**src/rtl/xlr8_io_pkg.sv**
```systemverilog
// xlr8_io_pkg: shared pin-reader types and clock constant for the XLR8 fabric.
package xlr8_io_pkg;
   localparam int CLOCK_HZ = 16_000_000;
   typedef enum logic [1:0] {IDLE, PRESS_WAIT, PRESSED, RELEASE_WAIT} btn_state_t;
endpackage

```
**src/rtl/xlr8_button_reader_if.sv**
```systemverilog
// xlr8_button_reader_if: raw pin in, debounced level/pulses/count out.
interface xlr8_button_reader_if #(parameter int CNT_W = 8);
   logic PIN;
   logic level;
   logic press;
   logic release_pulse;
   logic long_press;
   logic [CNT_W-1:0] press_count;
   modport master (input PIN, output level, press, release_pulse, long_press, press_count);
   modport slave (output PIN, input level, press, release_pulse, long_press, press_count);
endinterface

```
**src/rtl/xlr8_sync_2ff.sv**
```systemverilog
// xlr8_sync_2ff: generic two-flop synchronizer with a configurable reset value.
module xlr8_sync_2ff #(
   parameter logic RST_VAL = 1'b0
) (
   input  logic CLOCK,
   input  logic RESET,
   input  logic d,
   output logic q
);
   logic meta;
   always_ff @(posedge CLOCK)
      if (RESET) {q, meta} <= {RST_VAL, RST_VAL};
      else {q, meta} <= {meta, d};
endmodule

```
**src/rtl/xlr8_button_reader.sv**
```systemverilog
// xlr8_button_reader: debounced pushbutton reader with press/release pulses and a wrapping press counter.
// Long-press detection is built only when XLR8_BTN_LONG_PRESS_EN is defined.
module xlr8_button_reader
   import xlr8_io_pkg::*;
#(
   parameter int DEBOUNCE_CYCLES = CLOCK_HZ / 1000,
   parameter int LONG_CYCLES = CLOCK_HZ / 2,
   parameter bit ACTIVE_LOW = 1'b1,
   parameter int CNT_W = 8
) (
   input logic CLOCK,
   input logic RESET,
   xlr8_button_reader_if.master bus
);
   localparam int DW = $clog2(DEBOUNCE_CYCLES + 1);
   localparam logic [DW-1:0] D_LAST = DW'(DEBOUNCE_CYCLES - 1);
   if (DEBOUNCE_CYCLES < 1 || LONG_CYCLES <= DEBOUNCE_CYCLES) begin : g_bad_cfg
      $error("xlr8_button_reader: need DEBOUNCE_CYCLES >= 1 and LONG_CYCLES > DEBOUNCE_CYCLES");
   end
   btn_state_t state, state_n;
   logic [DW-1:0] dcnt, dcnt_n;
   logic [CNT_W-1:0] cnt, cnt_n;
   logic level_q, level_n, press_q, press_n, rel_q, rel_n;
   logic pin_sync, s;
   // Synchronizer idles at the released pin level so reset never looks like a press.
   xlr8_sync_2ff #(.RST_VAL(ACTIVE_LOW)) u_sync (
      .CLOCK(CLOCK), .RESET(RESET), .d(bus.PIN), .q(pin_sync)
   );
   assign s = pin_sync ^ ACTIVE_LOW;
   always_ff @(posedge CLOCK)
      if (RESET) begin
         state   <= IDLE;
         dcnt    <= '0;
         cnt     <= '0;
         level_q <= 1'b0;
         press_q <= 1'b0;
         rel_q   <= 1'b0;
      end else begin
         state   <= state_n;
         dcnt    <= dcnt_n;
         cnt     <= cnt_n;
         level_q <= level_n;
         press_q <= press_n;
         rel_q   <= rel_n;
      end
   always_comb begin
      state_n = state;
      dcnt_n  = dcnt;
      cnt_n   = cnt;
      level_n = level_q;
      press_n = 1'b0;
      rel_n   = 1'b0;
      unique case (state)
         IDLE: if (s) begin state_n = PRESS_WAIT; dcnt_n = '0; end
         PRESS_WAIT:
            if (!s) begin
               state_n = IDLE;
               dcnt_n  = '0;
            end else if (dcnt == D_LAST) begin
               state_n = PRESSED;
               dcnt_n  = '0;
               press_n = 1'b1;
               level_n = 1'b1;
               cnt_n   = cnt + 1'b1;
            end else dcnt_n = dcnt + 1'b1;
         PRESSED: if (!s) begin state_n = RELEASE_WAIT; dcnt_n = '0; end
         RELEASE_WAIT:
            if (s) begin
               state_n = PRESSED;
               dcnt_n  = '0;
            end else if (dcnt == D_LAST) begin
               state_n = IDLE;
               dcnt_n  = '0;
               rel_n   = 1'b1;
               level_n = 1'b0;
            end else dcnt_n = dcnt + 1'b1;
      endcase
   end
   assign bus.level         = level_q;
   assign bus.press         = press_q;
   assign bus.release_pulse = rel_q;
   assign bus.press_count   = cnt;
`ifdef XLR8_BTN_LONG_PRESS_EN
   localparam int HW = $clog2(LONG_CYCLES);
   localparam logic [HW-1:0] H_LAST = HW'(LONG_CYCLES - 1);
   logic [HW-1:0] hcnt;
   logic fired, long_q, holding;
   assign holding = state inside {PRESSED, RELEASE_WAIT};
   // Hold count survives release bounces; only an accepted press re-arms it.
   always_ff @(posedge CLOCK) begin
      long_q <= 1'b0;
      if (RESET || press_n) begin
         hcnt  <= '0;
         fired <= 1'b0;
      end else if (holding) begin
         if (hcnt != H_LAST) hcnt <= hcnt + 1'b1;
         else if (!fired) begin
            long_q <= 1'b1;
            fired  <= 1'b1;
         end
      end
   end
   assign bus.long_press = long_q;
`else
   assign bus.long_press = 1'b0;
`endif
endmodule

```
**src/flat_wrapper.sv**
```systemverilog
// flat-port wrapper written by rule: the top's interface ports become plain ports
module xlr8_button_reader_flat import xlr8_io_pkg::*;
#(
   parameter int DEBOUNCE_CYCLES = CLOCK_HZ / 1000,
   parameter int LONG_CYCLES = CLOCK_HZ / 2,
   parameter bit ACTIVE_LOW = 1'b1,
   parameter int CNT_W = 8
)
  (CLOCK, RESET, bus_PIN, bus_level, bus_press, bus_release_pulse, bus_long_press, bus_press_count);
  xlr8_button_reader_if #(.CNT_W(CNT_W)) bus_i ();
  input logic CLOCK;
  input logic RESET;
  input wire logic [$bits(bus_i.PIN)-1:0] bus_PIN;
  output wire logic [$bits(bus_i.level)-1:0] bus_level;
  output wire logic [$bits(bus_i.press)-1:0] bus_press;
  output wire logic [$bits(bus_i.release_pulse)-1:0] bus_release_pulse;
  output wire logic [$bits(bus_i.long_press)-1:0] bus_long_press;
  output wire logic [$bits(bus_i.press_count)-1:0] bus_press_count;
  assign bus_i.PIN = bus_PIN;
  assign bus_level = bus_i.level;
  assign bus_press = bus_i.press;
  assign bus_release_pulse = bus_i.release_pulse;
  assign bus_long_press = bus_i.long_press;
  assign bus_press_count = bus_i.press_count;
  xlr8_button_reader #(.DEBOUNCE_CYCLES(DEBOUNCE_CYCLES), .LONG_CYCLES(LONG_CYCLES), .ACTIVE_LOW(ACTIVE_LOW), .CNT_W(CNT_W)) u_core (.CLOCK(CLOCK), .RESET(RESET), .bus(bus_i));
endmodule
```
**config.mk**
```make
export PLATFORM = sky130hd
export DESIGN_NAME = xlr8_button_reader_flat
export DESIGN_NICKNAME = d
export VERILOG_FILES = /design/src/rtl/xlr8_io_pkg.sv /design/src/rtl/xlr8_button_reader_if.sv /design/src/rtl/xlr8_sync_2ff.sv /design/src/rtl/xlr8_button_reader.sv /design/src/flat_wrapper.sv
export SDC_FILE = /design/constraint.sdc
export NUM_CORES = 1
export LEC_CHECK = 0
export BUFFER_PORTS_ARGS = -buffer_cell sky130_fd_sc_hd__buf_4
export CAP_MARGIN = 20
export CORE_MARGIN = 5
export CORE_UTILIZATION = 60
export CTS_BUF_LIST = sky130_fd_sc_hd__clkbuf_4
export CTS_CLUSTER_DIAMETER = 100
export DETAILED_ROUTE_END_ITERATION = 6
export PLACE_DENSITY = 0.81
export RECOVER_POWER = 100
export SYNTH_ARGS = -nofsm -noshare
export SYNTH_HDL_FRONTEND = slang
export SYNTH_SLANG_ARGS = --single-unit
```
**constraint.sdc**
```tcl
create_clock -name CLOCK -period 2.46 [get_ports CLOCK]
set_input_delay 0.492 -clock CLOCK [delete_from_list [all_inputs] [get_ports CLOCK]]
set_output_delay 0.492 -clock CLOCK [all_outputs]
set_load 0.02 [all_outputs]
```
# Word level (Yosys, flattened, before mapping)
# Cells that the tools add are included.
[totals]
output_inout_bits = 12
elab_cells = 52
register_bits = 29
[op_classes]
reduce_logical = 8
eq_ne = 12
addsub = 2
bitwise_logic = 3
mux = 19
[ops]
columns = ["op", "count"]
rows = [
  ["$mux 14", 5],
  ["$pmux 14 s4", 1],
  ["$add 14x1->14 const B", 1],
  ["$eq 14x14->1 const B", 1],
  ["$mux 2", 6],
  ["$add 8x1->8 const B", 1],
  ["$ne 2x2->1 const B", 4],
  ["$pmux 2 s4", 1],
  ["$ne 3x2->1 const B", 2],
  ["$reduce_or 3->1", 2],
  ["$mux 1", 5],
  ["$reduce_and 5->1", 1],
  ["$eq 2x2->1 const B", 2],
  ["$ne 2x1->1 const B", 2],
  ["$reduce_and 4->1", 1],
  ["$not 1->1", 3],
  ["$reduce_and 3->1", 1],
  ["$eq 2x1->1 const B", 1],
  ["$logic_not 2->1", 1],
  ["$pmux 1 s2", 1],
  ["$reduce_and 2->1", 1],
  ["$reduce_bool 2->1", 1],
]

# Logic depth before layout (Yosys ltp)
# Gate-level depths: netlist of the first run.
[depth]
ltp_word = 4
ltp_mapped = 7

# Cells and area by module
# A second synthesis of the first run with hierarchy kept.
[unflattened]
cells_unflattened = 170
area_unflattened_um2 = 1422.6
[modules_own_cells]
columns = ["module", "cells_per_inst", "seq_area_each_um2", "n_inst", "area_per_inst_um2"]
rows = [
  ["xlr8_button_reader", 166, 540.5, 1, 1370.1],
  ["xlr8_sync_2ff", 4, 40.0, 1, 52.6],
]

# Worst setup path after synthesis of the first run
# Ideal clock, no wire load.
[synth_path]
path_type = "reg-to-reg"
start = "reg u_core.dcnt[0]"
end = "reg u_core.dcnt[12]"
stages_incl_launch_ff = 8
setup_ns = 0.117
arrival_ns = 1.728
setup_slack_ns = 0.615
cell_sequence = "dfxtp_1 -> ha_1 -> nand4_4 -> nor3_4 -> a211oi_2 -> buf_6 -> a21o_1 -> a22o_1"
[synth_between]
elab_chain_len = 4
elab_cells_between_ends = 6
classes_between = "1 x add/sub; 1 x eq/ne; 4 x mux"
[synth_lines]
columns = ["element", "line_no", "source"]
rows = [
  ["from (decl)", "xlr8_button_reader.sv:21", "logic [DW-1:0] dcnt, dcnt_n;"],
  ["from (signal assigned)", "xlr8_button_reader.sv:40", "dcnt <= dcnt_n;"],
  ["$add 14x1->14 or $eq 14x14->1 (tied branches)", "--", ""],
  ["$mux 14 *", "xlr8_button_reader.sv:59, xlr8_button_reader.sv:71", ""],
  ["$mux 14, on equally long branches", "xlr8_button_reader.sv:68, xlr8_button_reader.sv:56", ""],
  ["$pmux 14 s4 *", "xlr8_button_reader.sv:53", "unique case (state)"],
]
# Every way passes the cells marked *; elsewhere a longest branch is shown, timed or not.
# A chain may end at the register's enable or synchronous reset.

# Worst setup path after layout of the first run
[layout_path]
start = "reg u_core.dcnt[0]"
end = "reg u_core.dcnt[8]"
# Same word-level chain as after synthesis.

==> parameters.txt, run 1 <==
Parameter                              Value

Status
  Status    finished clean

Global route
  Via count of the first global-routing pass    1160
  Global-route usage over all layers    0.178
  Number of antenna violations at the first check in global routing    0
  Overflow left after global routing    0
  Fraction of met2 tracks used by global routing    0.303
  Routing usage on met1    0.206
  Global-route wire length before repair    4750 um
  Largest net degree at the start of global routing    23
  Most Used Layer, Global Route    met2
  Met3 track demand over resource in global routing    0.0504

Worst hold path
  Worst hold stages    2
  Startpoint of the tightest hold check path    bus_PIN
  Worst min path class    in2reg
  Worst hold path endpoint    u_core.u_sync.meta

Clocking
  Clock insertion delay at the later pin of the skew report    0.32 ns
  Cts bufs inserted    5
  Hold buffer count at CTS    0
  Clock-pin slew on the worst setup and hold paths    0.09 ns
  Number of buffers inserted by post-CTS setup repair    0
  CTS Root Cell    clkbuf_4
  Clock tree from TritonCTS    done
  Number of levels in the clock H-tree    2
  Clock tree buffer depth    2
  Post-CTS resize count    0
  Clock sink count    29

Synth
  Dominant register cell in the synthesized netlist    dfxtp_1
  Synth Net Count    166
  Fraction of post-synthesis cell area in the top cell type by area    0.408
  Count of different cell masters after synthesis    47
  Number of cells produced by synthesis    161
  Leading cell types by total area after synthesis    dfxtp_1 (41%), a21oi_1 (4.2%), nor2_1 (4.2%), nand2_1 (3.2%), a31oi_1 (3.1%)
  Post-synthesis instance area    0.00142 mm2
  Synth Warn #    0
  Average cell area after synthesis    8.84 um2
  FF+latch count, synth    29
  Async S/R FF share, synth    0
  Cell type contributing the most total cell area after synthesis    dfxtp_1
  Sequential element share of the synthesized area    0.408
  EDFF count, synth    0

STA
  Fmax    482 MHz
  Total setup violations reported at the end of the flow    0
  Relative slew slack    0.427
  Crit share post-route    0.843
  Setup Skew    0.00610 ns
  Actual transition at the worst max-transition pin    0.860 ns
  Final hold violation count    0
  Setup tns final    0 ns
  RSZ-0062 raised after global routing    false
  Minimum clock period    2.07 ns
  Number of max-slew violations in the final report    0

Layout
  Area delta synth->final    5.36%
  Most common library cell in the layout ignoring fill and taps    dfxtp_1
  Most frequent cells in the layout    dfxtp_1 (29), nor2_1 (16), nand2_1 (12), a21oi_1 (12), clkbuf_1 (12)
  Final core utilization    0.672
  Final nets    179
  Antenna diode instance count    0
  Fraction of final layout cells with drive strength greater than 1    0.103

Placement
  Gpl congestion    0.785
  Count of port buffers added during placement    13
  Final HPWL from detailed placement    1970 um

Critical path
  Slowest cell on the critical path    dfxtp_1
  Delay of the slowest cell on the worst path    0.39 ns
  R2r setup slk    0.39 ns
  Reg2reg start    u_core.dcnt[0]
  Worst Reg-to-Reg Cells    7
  Critical path required time    2.69 ns
  Crit Reg-Reg Endpoint    u_core.dcnt[8]
  Kind of critical path    reg2reg
  CP Launch Type    flip-flop
  Kind of cell with the highest combined delay on the critical path    compound AO/OA/AOI/OAI gates
  Kind of end point of the critical path    flip-flop
  Ordered cell list for the critical path    ha_1 > nand4_4 > nor3_4 > a211oi_2 > buf_6 > a21o_1 > a32o_2
  Crit path buf inv count    1
  Critical-path maximum fanout    15
  Arrival time at the worst endpoint    2.30 ns

Die
  Horizontal die dimension    58.7 um
  Count of pins on the block boundary    15
  Y dimension of the die    58.7 um
  Cell Rows    17
  Die Footprint    0.00345 mm2
  Initial Utilization    0.638
  Floorplan core area    0.00223 mm2

Route
  Post-detailed-route wirelength per cell    13.6 um
  Total number of vias    1216
  Iter 0 DRT Violations    30
  First-pass iteration count of the detailed router    4
  Number of remaining DRC errors    0
  Detail-routed via count per cell    6.02
  Aggregate routed wire length    2750 um
  Post-DRT Antenna Nets    0

Power
  Total power density per cell area    518 mW/mm2
  Standby leakage power    0.533 nW
  Peak VDD IR    0.000371 V

Job
  Number of violations of the max-capacitance limit    0
## final cells by class
type	count	area [um2]
fill	211	733
tap	28	35.0
inverter	3	11.3
sequential	29	581
clock inverter	1	3.75
multi-input combinational	121	761
clock buffer	6	45.0
timing repair buffer	14	63.8
## layer usage
layer | vias up | wire length (um)
met5 | - | 0
met4 | 0 | 49
met2 | 35 | 1340
met1 | 563 | 1220
met3 | 7 | 151
li1 | 611 | -
## state kept, by name, indices dropped and copies added (netlist names), named ones only
name and flops:
u_core.bus.press 1, u_core.state 1, u_core.bus.release_pulse 1, u_core.bus.level 1, u_core.bus.press_count 8, u_core.u_sync.q 1, u_core.u_sync.meta 1, u_core.dcnt 14
## logic make-up after synthesis
kind of cell | count (synthesis) | synth area share
compound gates | 39 | 0.176
other cells | 1 | 0.00263
xor+xnor | 5 | 0.0308
buf+inv | 11 | 0.0501
simple gates | 70 | 0.287
fa+ha+maj | 2 | 0.0176
mux | 4 | 0.0281
flops | 29 | 0.408
## report_power, final
part	internal (W)	total [W]	switching, W
clock network	0.000115	0.000274	0.000159
logic	0.0000104	0.0000288	0.0000184
registers	0.000473	0.000475	0.00000286
## Yosys cell counts, types with 2 or more instances
cell,instances
xor2_1,4
nor4_1,2
nor3_1,5
nor2_1,16
a21oi_1,12
o21ai_0,7
a31oi_1,7
nand3_1,7
a21o_1,2
or2_2,2
or3_1,3
and2_1,2
nand2b_1,2
buf_6,2
mux2i_1,4
and3_1,3
dfxtp_1,29
ha_1,2
inv_1,3
nand4_1,7
nand2_1,12
a22oi_1,2
buf_2,2
## metrics by stage
| step | power, W | setup WS, ns | instances | cell area, um2 | hold slack [ns] |
|---|---|---|---|---|---|
| floorplan | 0.000512 | 0.615 | 161 | 1420 | 0.389 |
| global route | 0.000805 | 0.244 | 202 | 1500 | 0.356 |
| finish | 0.000778 | 0.386 | 202 | 1500 | 0.353 |
| CTS | 0.000780 | 0.0756 | 201 | 1550 | 0.347 |
| detailed placement | 0.000518 | 0.0998 | 194 | 1500 | 0.395 |
| global placement | 0.000517 | 0.266 | 194 | 1500 | 0.394 |
## how the worst max path moves through the flow
stage / startpoint / cells after the start / to / slack (ns)
detailed placement: u_core.dcnt[0] / 6 / u_core.dcnt[7] / 0.1
global route: u_core.dcnt[1] / 7 / u_core.dcnt[8] / 0.24
CTS: u_core.dcnt[0] / 6 / u_core.dcnt[7] / 0.08
floorplan: u_core.dcnt[0] / 7 / u_core.dcnt[12] / 0.62
global placement: u_core.dcnt[0] / 6 / u_core.dcnt[13] / 0.27
finish: u_core.dcnt[0] / 7 / u_core.dcnt[8] / 0.39
No activity file was read; power rests on OpenSTA's default activity.
==> inputs of run 2 (changes only) <==
CORE_UTILIZATION = 54   (was 60)
PLACE_DENSITY = 0.77   (was 0.81)
clock period = 1.9 ns   (was 2.46 ns; I/O delays follow)
==> parameters.txt, run 2 (synthesis results as in run 1) <==
Parameter                              Value

Die
  Floorplan core area    0.00250 mm2
  Die Footprint    0.00376 mm2
  Cell Rows    18
  Horizontal die dimension    61.4 um
  Y dimension of the die    61.4 um
  Initial Utilization    0.570
  Count of pins on the block boundary    15

Critical path
  Critical-path maximum fanout    22
  Launch point of the critical path    u_core.dcnt[1]
  Kind of critical path    reg2reg
  Capturing element of the worst setup path    u_core.dcnt[12]
  Kind of end point of the critical path    flip-flop
  R2r setup slk    0.12 ns
  CP Launch Type    flip-flop
  Arrival time at the worst endpoint    2.01 ns
  Worst Reg-to-Reg Cells    7
  Reg2reg start    u_core.dcnt[1]
  Crit Reg-Reg Endpoint    u_core.dcnt[12]
  Critical path required time    2.13 ns

Global route
  Global-route usage over all layers    0.176
  Overflow left after global routing    0
  Number of antenna violations at the first check in global routing    0
  Global-route wire length before repair    4840 um
  Largest net degree at the start of global routing    23
  Via count of the first global-routing pass    1164

STA
  Minimum clock period    1.78 ns
  Total setup violations reported at the end of the flow    0
  Final hold violation count    0
  Number of max-slew violations in the final report    0
  Relative slew slack    0.560
  Actual transition at the worst max-transition pin    0.654 ns
  Crit share post-route    0.938
  Fmax    561 MHz
  Setup Skew    0.00439 ns
  RSZ-0062 raised after global routing    false
  Setup tns final    0 ns

Clocking
  Hold buffer count at CTS    0
  Number of levels in the clock H-tree    2
  Cts bufs inserted    5
  Clock insertion delay at the later pin of the skew report    0.33 ns
  Clock sink count    29
  Clock-pin slew on the worst setup and hold paths    0.09 ns
  Clock tree from TritonCTS    done
  CTS Root Cell    clkbuf_4
  Clock tree buffer depth    2

Route
  Post-detailed-route wirelength per cell    13.1 um
  Post-DRT Antenna Nets    0
  First-pass iteration count of the detailed router    4
  Number of remaining DRC errors    0
  Detail-routed via count per cell    5.86
  Iter 0 DRT Violations    47
  Aggregate routed wire length    2770 um
  Total number of vias    1242

Layout
  Fraction of final layout cells with drive strength greater than 1    0.159
  Top reg by flops    u_core.dcnt
  Finished Layout Cells    212
  Final nets    186
  Most common library cell in the layout ignoring fill and taps    dfxtp_1
  Area delta synth->final    11.3%
  Antenna diode instance count    0
  Most frequent cells in the layout    dfxtp_1 (28), nor2_1 (16), clkbuf_1 (13)
  Flip-flop count of the largest register after layout    14

Placement
  Instance count after placement with tap cells included    203
  Gpl congestion    0.827
  Final HPWL from detailed placement    1930 um
  Count of port buffers added during placement    13

Power
  Standby leakage power    0.572 nW
  Total power density per cell area    647 mW/mm2
  Peak VDD IR    0.000490 V

Job
  Number of violations of the max-capacitance limit    0

Worst hold path
  Worst min path class    in2reg

Status
  Status    finished clean
[run 2: changes by cell type in the layout (fill, tap and decap cells not counted), sizes merged]
cell,change
buf,+6
clkinv,+1
clkbuf,+1
[run 2: worst min path at each step]
stage | depth (start not counted) | end | startpoint | slack (ns)
after global placement | 1 | u_core.u_sync.q | u_core.u_sync.meta | 0.40
final | 2 | u_core.u_sync.meta | bus_PIN | 0.23
after detailed placement | 1 | u_core.u_sync.q | u_core.u_sync.meta | 0.41
after CTS | 2 | u_core.u_sync.meta | bus_PIN | 0.23
after global routing | 2 | u_core.u_sync.meta | bus_PIN | 0.23
after floorplan | 1 | u_core.u_sync.q | u_core.u_sync.meta | 0.39
[run 2: area by class of cell]
cell class	count	area, um2
Fill cell	216	915
Multi-Input combinational cell	121	778
Sequential cell	29	582
Timing Repair Buffer	21	121
Clock buffer	6	45.0
Tap cell	30	37.5
Inverter	3	11.3
Clock inverter	2	10.0
[run 2: per-stage QoR]
step                      utilization  hold WS (ns)  total power, W  setup WS [ns]  area (um2)
after floorplan                     -         0.389        0.000663         0.0553        1420
after global placement          0.626         0.397        0.000671         0.0821        1560
after detailed placement        0.626         0.406        0.000672        0.00320        1560
after CTS                       0.648         0.226         0.00104         0.0285        1620
after global routing            0.634         0.227         0.00107        0.00823        1590
final                           0.634         0.230         0.00103          0.119        1590
[run 2: report_power, final]
part / total [W] / switching, W / internal, W
sequential: 0.000616 / 0.00000371 / 0.000612
combinational: 0.0000400 / 0.0000248 / 0.0000151
clock: 0.000370 / 0.000215 / 0.000155
[run 2: metal layers]
layer,track usage,up-vias,routed length (um)
li1,-,627,-
met1,0.211,580,1230
met2,0.287,28,1360
met3,0.0461,7,124
met4,0.0939,0,63
met5,0,-,0
[run 2: worst max-delay path: stages (launching register included)]
cell and delay [ns]:
dfxtp_2 0.39, ha_4 0.16, nand4_4 0.13, nor3_4 0.31
a211oi_2 0.14, buf_12 0.17, a21o_1 0.16, a22o_1 0.21
[run 2: repair_timing]
item	in CTS	in global routing
pin swaps	1	3
gates resized for setup	0	3
setup buffers	0	1
setup endpoints to repair	2	5
